<file path="src/rtl/mem_port_arbiter.sv">
// ---------------------------------------------------------------------------
// mem_port_arbiter
//
// Shares one single-beat memory port between an I-cache refill engine
// (4-beat, 16-byte line bursts) and a data port (single word load/store).
// An IDLE cycle samples both requests; the winner's transaction starts on
// the next edge. There is always at least one IDLE cycle between transactions.
// Address, write data and write strobe of the winner are captured at grant,
// so the requester may change them once the transaction is under way.
//
// Optional feature macro: MEM_ARB_RR_EN
//   undefined : on a conflict the data port always wins (fixed priority).
//   defined   : on a conflict the requester that was not granted last wins.
//               The last-granted pointer is updated on every grant and
//               resets to "I granted last".
//
// Ports
//   clock         in   rising-edge clock
//   reset         in   asynchronous active-low reset
//   i_req         in   refill request, held until i_done
//   i_addr[31:0]  in   refill address, [3:0] ignored
//   i_rvalid      out  refill beat valid (= mem_ack during the burst)
//   i_rdata[31:0] out  refill beat data
//   i_beat[1:0]   out  index of the beat in progress
//   i_done        out  pulse with the final beat's ack
//   d_req         in   data request, held until d_done
//   d_we          in   write strobe
//   d_addr[31:0]  in   word address, [1:0] ignored
//   d_wdata[31:0] in   store data
//   d_done        out  completion pulse
//   d_rdata[31:0] out  load data, valid with d_done
//   mem_req       out  beat request, held until mem_ack
//   mem_we        out  beat is a write
//   mem_addr[31:0]  out  beat byte address
//   mem_wdata[31:0] out  beat write data
//   mem_ack       in   beat completes this cycle
//   mem_rdata[31:0] in   read data, valid with mem_ack on reads
//   conflict_cnt[15:0] out  saturating count of IDLE cycles with both requests
// ---------------------------------------------------------------------------
module mem_port_arbiter (
   input  logic        clock,
   input  logic        reset,
   input  logic        i_req,
   input  logic [31:0] i_addr,
   output logic        i_rvalid,
   output logic [31:0] i_rdata,
   output logic [1:0]  i_beat,
   output logic        i_done,
   input  logic        d_req,
   input  logic        d_we,
   input  logic [31:0] d_addr,
   input  logic [31:0] d_wdata,
   output logic        d_done,
   output logic [31:0] d_rdata,
   output logic        mem_req,
   output logic        mem_we,
   output logic [31:0] mem_addr,
   output logic [31:0] mem_wdata,
   input  logic        mem_ack,
   input  logic [31:0] mem_rdata,
   output logic [15:0] conflict_cnt
);

   typedef enum logic [1:0] {
      IDLE     = 2'd0,
      I_BURST  = 2'd1,
      D_ACCESS = 2'd2
   } state_t;

   state_t      state_q, state_d;
   logic [1:0]  beat_q, beat_d;
   logic [27:0] line_q, line_d;     // refill line address, i_addr[31:4]
   logic [29:0] waddr_q, waddr_d;   // data word address, d_addr[31:2]
   logic        we_q, we_d;
   logic [31:0] wdata_q, wdata_d;
   logic [15:0] cnt_q, cnt_d;

   logic        conflict;
   logic        grant_i;
   logic        grant_d;

`ifdef MEM_ARB_RR_EN
   logic        last_i_q, last_i_d; // 1: the I port was granted most recently
`endif

   // Line-offset and byte-offset bits never reach the memory port.
   logic unused_bits;
   assign unused_bits = ^{i_addr[3:0], d_addr[1:0]};

   assign conflict     = i_req & d_req;
   assign conflict_cnt = cnt_q;
   assign i_beat       = beat_q;

   // -----------------------------------------------------------------------
   // Next-state and output logic
   // -----------------------------------------------------------------------
   always_comb begin
      state_d   = state_q;
      beat_d    = beat_q;
      line_d    = line_q;
      waddr_d   = waddr_q;
      we_d      = we_q;
      wdata_d   = wdata_q;
      cnt_d     = cnt_q;
      grant_i   = 1'b0;
      grant_d   = 1'b0;
`ifdef MEM_ARB_RR_EN
      last_i_d  = last_i_q;
`endif
      mem_req   = 1'b0;
      mem_we    = 1'b0;
      mem_addr  = 32'h0;
      mem_wdata = 32'h0;
      i_rvalid  = 1'b0;
      i_rdata   = 32'h0;
      i_done    = 1'b0;
      d_done    = 1'b0;
      d_rdata   = 32'h0;

      case (state_q)
         IDLE: begin
            if (conflict && (cnt_q != 16'hFFFF)) begin
               cnt_d = cnt_q + 16'd1;
            end

`ifdef MEM_ARB_RR_EN
            if (conflict) begin
               grant_d = last_i_q;
               grant_i = ~last_i_q;
            end else begin
               grant_d = d_req;
               grant_i = i_req;
            end
`else
            grant_d = d_req;
            grant_i = i_req & ~d_req;
`endif

            if (grant_d) begin
               state_d = D_ACCESS;
               waddr_d = d_addr[31:2];
               we_d    = d_we;
               wdata_d = d_wdata;
            end else if (grant_i) begin
               state_d = I_BURST;
               line_d  = i_addr[31:4];
               beat_d  = 2'd0;
            end

`ifdef MEM_ARB_RR_EN
            if (grant_d) begin
               last_i_d = 1'b0;
            end else if (grant_i) begin
               last_i_d = 1'b1;
            end
`endif
         end

         I_BURST: begin
            mem_req  = 1'b1;
            mem_addr = {line_q, beat_q, 2'b00};
            i_rvalid = mem_ack;
            i_rdata  = mem_rdata;
            if (mem_ack) begin
               // Beat 3 + 1 wraps to 0, leaving the counter ready for the next burst.
               beat_d = beat_q + 2'd1;
               if (beat_q == 2'd3) begin
                  i_done  = 1'b1;
                  state_d = IDLE;
               end
            end
         end

         D_ACCESS: begin
            mem_req   = 1'b1;
            mem_we    = we_q;
            mem_addr  = {waddr_q, 2'b00};
            mem_wdata = wdata_q;
            d_rdata   = mem_rdata;
            if (mem_ack) begin
               d_done  = 1'b1;
               state_d = IDLE;
            end
         end

         default: begin
            state_d = IDLE;
         end
      endcase
   end

   // -----------------------------------------------------------------------
   // State registers
   // -----------------------------------------------------------------------
   always_ff @(posedge clock or negedge reset) begin
      if (!reset) begin
         state_q  <= IDLE;
         beat_q   <= 2'd0;
         line_q   <= 28'h0;
         waddr_q  <= 30'h0;
         we_q     <= 1'b0;
         wdata_q  <= 32'h0;
         cnt_q    <= 16'h0;
`ifdef MEM_ARB_RR_EN
         last_i_q <= 1'b1;
`endif
      end else begin
         state_q  <= state_d;
         beat_q   <= beat_d;
         line_q   <= line_d;
         waddr_q  <= waddr_d;
         we_q     <= we_d;
         wdata_q  <= wdata_d;
         cnt_q    <= cnt_d;
`ifdef MEM_ARB_RR_EN
         last_i_q <= last_i_d;
`endif
      end
   end

endmodule
</file>
<file path="config.mk">
export PLATFORM = sky130hd
export DESIGN_NAME = mem_port_arbiter
export DESIGN_NICKNAME = d
export VERILOG_FILES = /design/src/rtl/mem_port_arbiter.sv
export SDC_FILE = /design/constraint.sdc
export NUM_CORES = 1
export LEC_CHECK = 0
export BUFFER_PORTS_ARGS = -buffer_cell sky130_fd_sc_hd__buf_2
export CAP_MARGIN = 15
export CORE_MARGIN = 2
export CORE_UTILIZATION = 35
export DETAILED_ROUTE_END_ITERATION = 7
export GPL_TIMING_DRIVEN = 0
export HOLD_SLACK_MARGIN = 0.05
export MAX_ROUTING_LAYER = met4
export PLACE_DENSITY_LB_ADDON = 0.1
export SYNTH_ARGS = -nofsm -noshare
export SYNTH_HDL_FRONTEND = slang
export SYNTH_SLANG_ARGS = --single-unit
</file>
<file path="constraint.sdc">
create_clock -name clock -period 2.5 [get_ports clock]
set_input_delay 0.5 -clock clock [delete_from_list [all_inputs] [get_ports clock]]
set_output_delay 0.5 -clock clock [all_outputs]
set_load 0.03 [all_outputs]
</file>
==> flow_summary.toml <==
[outcome]
outcome = "finished, final reports clean"

[cells_and_area]
nNetsFinal = 909
final_common_cell = "buf_2"
final_util_pct = 48.2
drive_gt1_share_pct = 54.5
area_growth_pct = 35.9
design_area_sq_um = 7600
final_cell_mix = "buf_2, dfrtp_1, and2_1"

[sta]
min_period_ns = 2.40
period_share_pct = 96.1
fin_skew_ns = 0.00492
rsz0062_at_grt = "yes"
hold_viol_final = 0
max_freq_ghz = 0.416
drv_slew = 0
setup_viol = 0

[clock_tree]
cts_sinks = 111
cts-root-buf = "clkbuf_16"
clock_latency_ns = 0.35
cts_buffers = 9
cts.reportedPaths.clkPinSlew_ns = 0.07
clockBufferDepth = 2
cts_tree = "yes"
htreeDepth = 3

[setup_path]
start_kind = "flip-flop"
critPathCaptureType = "output pin"
arrival_ns = 1.90
crit_required_ns = 2.00
worst-setup-path-type = "reg -> out"
critPathMaxFanout = 10

[place]
place.port_buffers = 276
place_congestion = 0.815
dpl.hpwl_mm = 13.1
placed_cell_area_sq_um = 7280

[power_and_ir_drop]
power_frac_seq_pct = 33.2
swShare_pct = 43.3
pwr-share-comb_pct = 51.8
irDropWorstVdd_uv = 666
p_int_mw = 5.21
p_switching_mw = 3.97
p_leak_nw = 3.94
power_mw = 9.19
clkPwrFrac_pct = 15.0
powerDensity_nw_per_um2 = 1210

[global_route]
grt_pass1_vias = 4737
antenna_found_initial = 2
overflow = 0
track_usage_pct = 19.8
grt_start_max_net_pins = 69
grt_pass1_wl_mm = 24.7

[synthesis]
synth_top_cells_by_area = "dfrtp_1, mux2_2, and2_1, a22oi_1, nor2b_1"
ys_types = 34
syn_inst = 482
ys.flop_type = "dfrtp_1"
synth_seq_area_share_pct = 49.7
syn_area_sq_um = 5590
synth_seq_cells = 111
avgSynthCellArea_sq_um = 11.6
async_flop_share_pct = 100
synth_edf_count = 0
synth_top_area_share_pct = 49.7
synth_top_area_cell = "dfrtp_1"
ys_warn_count = 0

[run]
cap_violations = 0

[detailed_routing]
avgRoutedWirePerCell_um = 16.8
drt_iter0_markers = 119
wirelength_mm = 16.7
vias = 4666
avgViaCountPerCell = 4.70
firstDrtPassIters = 4
drcViolationCount = 0
ant_nets = 0

[die]
core.rowCount = 46
die_x_um = 130
start_util_pct = 35.5
pin_count = 285
die_y_um = 130
dieArea_sq_um = 17000
core-area_sq_um = 15800

[hold_path]
min_path_type = "in -> async"
routing by layer:
layer / global-route usage [%] / up-vias / wire length (um)
li1: - / 2232 / -
met3: 3.09 / 23 / 1110
met4: 7.70 / 0 / 374
met5: - / - / 0
met2: 35.7 / 179 / 8790
met1: 21.9 / 2232 / 6390
repair_timing:
| item | 4_1_cts | 5_1_grt |
|---|---|---|
| pin swaps | 0 | 0 |
| endpoints found under the setup margin | 130 | 69 |
| buffers inserted | 0 | 0 |
| hold buffers | 0 | 0 |
| resized for setup | 21 | 10 |
cell usage after synthesis (4+ instances only):
library cell	instances
dfrtp_1	111
and2_1	100
mux2_2	91
nor2b_1	34
a22oi_1	30
clkbuf_1	21
xor2_1	15
nand2_1	13
buf_2	9
nor3_1	6
ha_1	5
nand4_1	5
nor4_1	5
a21oi_1	4
nand3_1	4
cell families (layout without fill, tap and decap cells):
kind of cell,after synthesis,count (layout),share of synthesized area (%)
adders and majority gates,5,5,1.12
other,1,3,0.0671
DFF,111,111,49.7
and+or+nand+nor,182,182,20.3
muxes,92,92,18.6
AOI/OAI and AO/OA,39,39,4.92
buffers and inverters,37,329,3.02
xor gates and xnor gates,15,15,2.35
metrics by stage:
step | setup TNS [ns] | hold WS [ns] | cells | worst slack, ns
2_1_floorplan | 0 | 0.204 | 483 | 0.365
3_3_place_gp | -49.51 | 0.479 | 975 | -0.433
3_5_place_dp | -2.42 | 0.458 | 976 | -0.0972
4_1_cts | 0 | 0.0691 | 991 | 0.0219
5_1_grt | -0.287 | 0.0801 | 992 | -0.0232
6_report | 0 | 0.0507 | 992 | 0.0976
layout make-up:
class | instances | area, sq um
clock buffer | 9 | 225
tap | 216 | 270
timing repair buffer | 277 | 1420
sequential | 111 | 2780
clock inverter | 7 | 55.1
fill | 1535 | 8170
multi-input combinational | 335 | 2650
inverter | 3 | 11.3
buffer | 33 | 189
antenna | 1 | 2.50
state kept, by name, indices dropped and copies added (netlist names):
| register | count |
|---|---|
| conflict_cnt | 16 |
| i_beat | 2 |
| line_q | 28 |
| state_q | 2 |
| waddr_q | 30 |
| wdata_q | 32 |
| we_q | 1 |
power groups by stage:
stage | combinational (mW) | sequential, mW | clock [mW]
after floorplan | 3.34 | 3.05 | 0
after global placement | 4.69 | 3.04 | 0
after detailed placement | 4.77 | 3.08 | 0
after CTS | 4.82 | 3.05 | 1.43
after global routing | 5.14 | 3.17 | 1.51
final | 4.76 | 3.05 | 1.38
worst paths after layout:
check | from | endpoint | slack [ns] | cells after the start
max | state_q[0] | d_rdata[17] | 0.1 | 6
min in group clock | d_addr[31] | waddr_q[29] | 0.37 | 2
min reg2reg | wdata_q[9] | wdata_q[9] | 0.50 | 1
max in group asynchronous | reset | waddr_q[9] | 1.73 | 2
min | reset | wdata_q[4] | 0.05 | 1
max reg2reg | state_q[1] | waddr_q[27] | 0.51 | 6
worst max-delay path, cell delays in order (launching register included):
cell and delay [ns]:
dfrtp_1 0.40, inv_1 0.09, ha_2 0.26, clkbuf_4 0.24
clkbuf_2 0.20, and2_1 0.14, buf_2 0.21
Note: power is estimated with default switching activity, not from simulation.
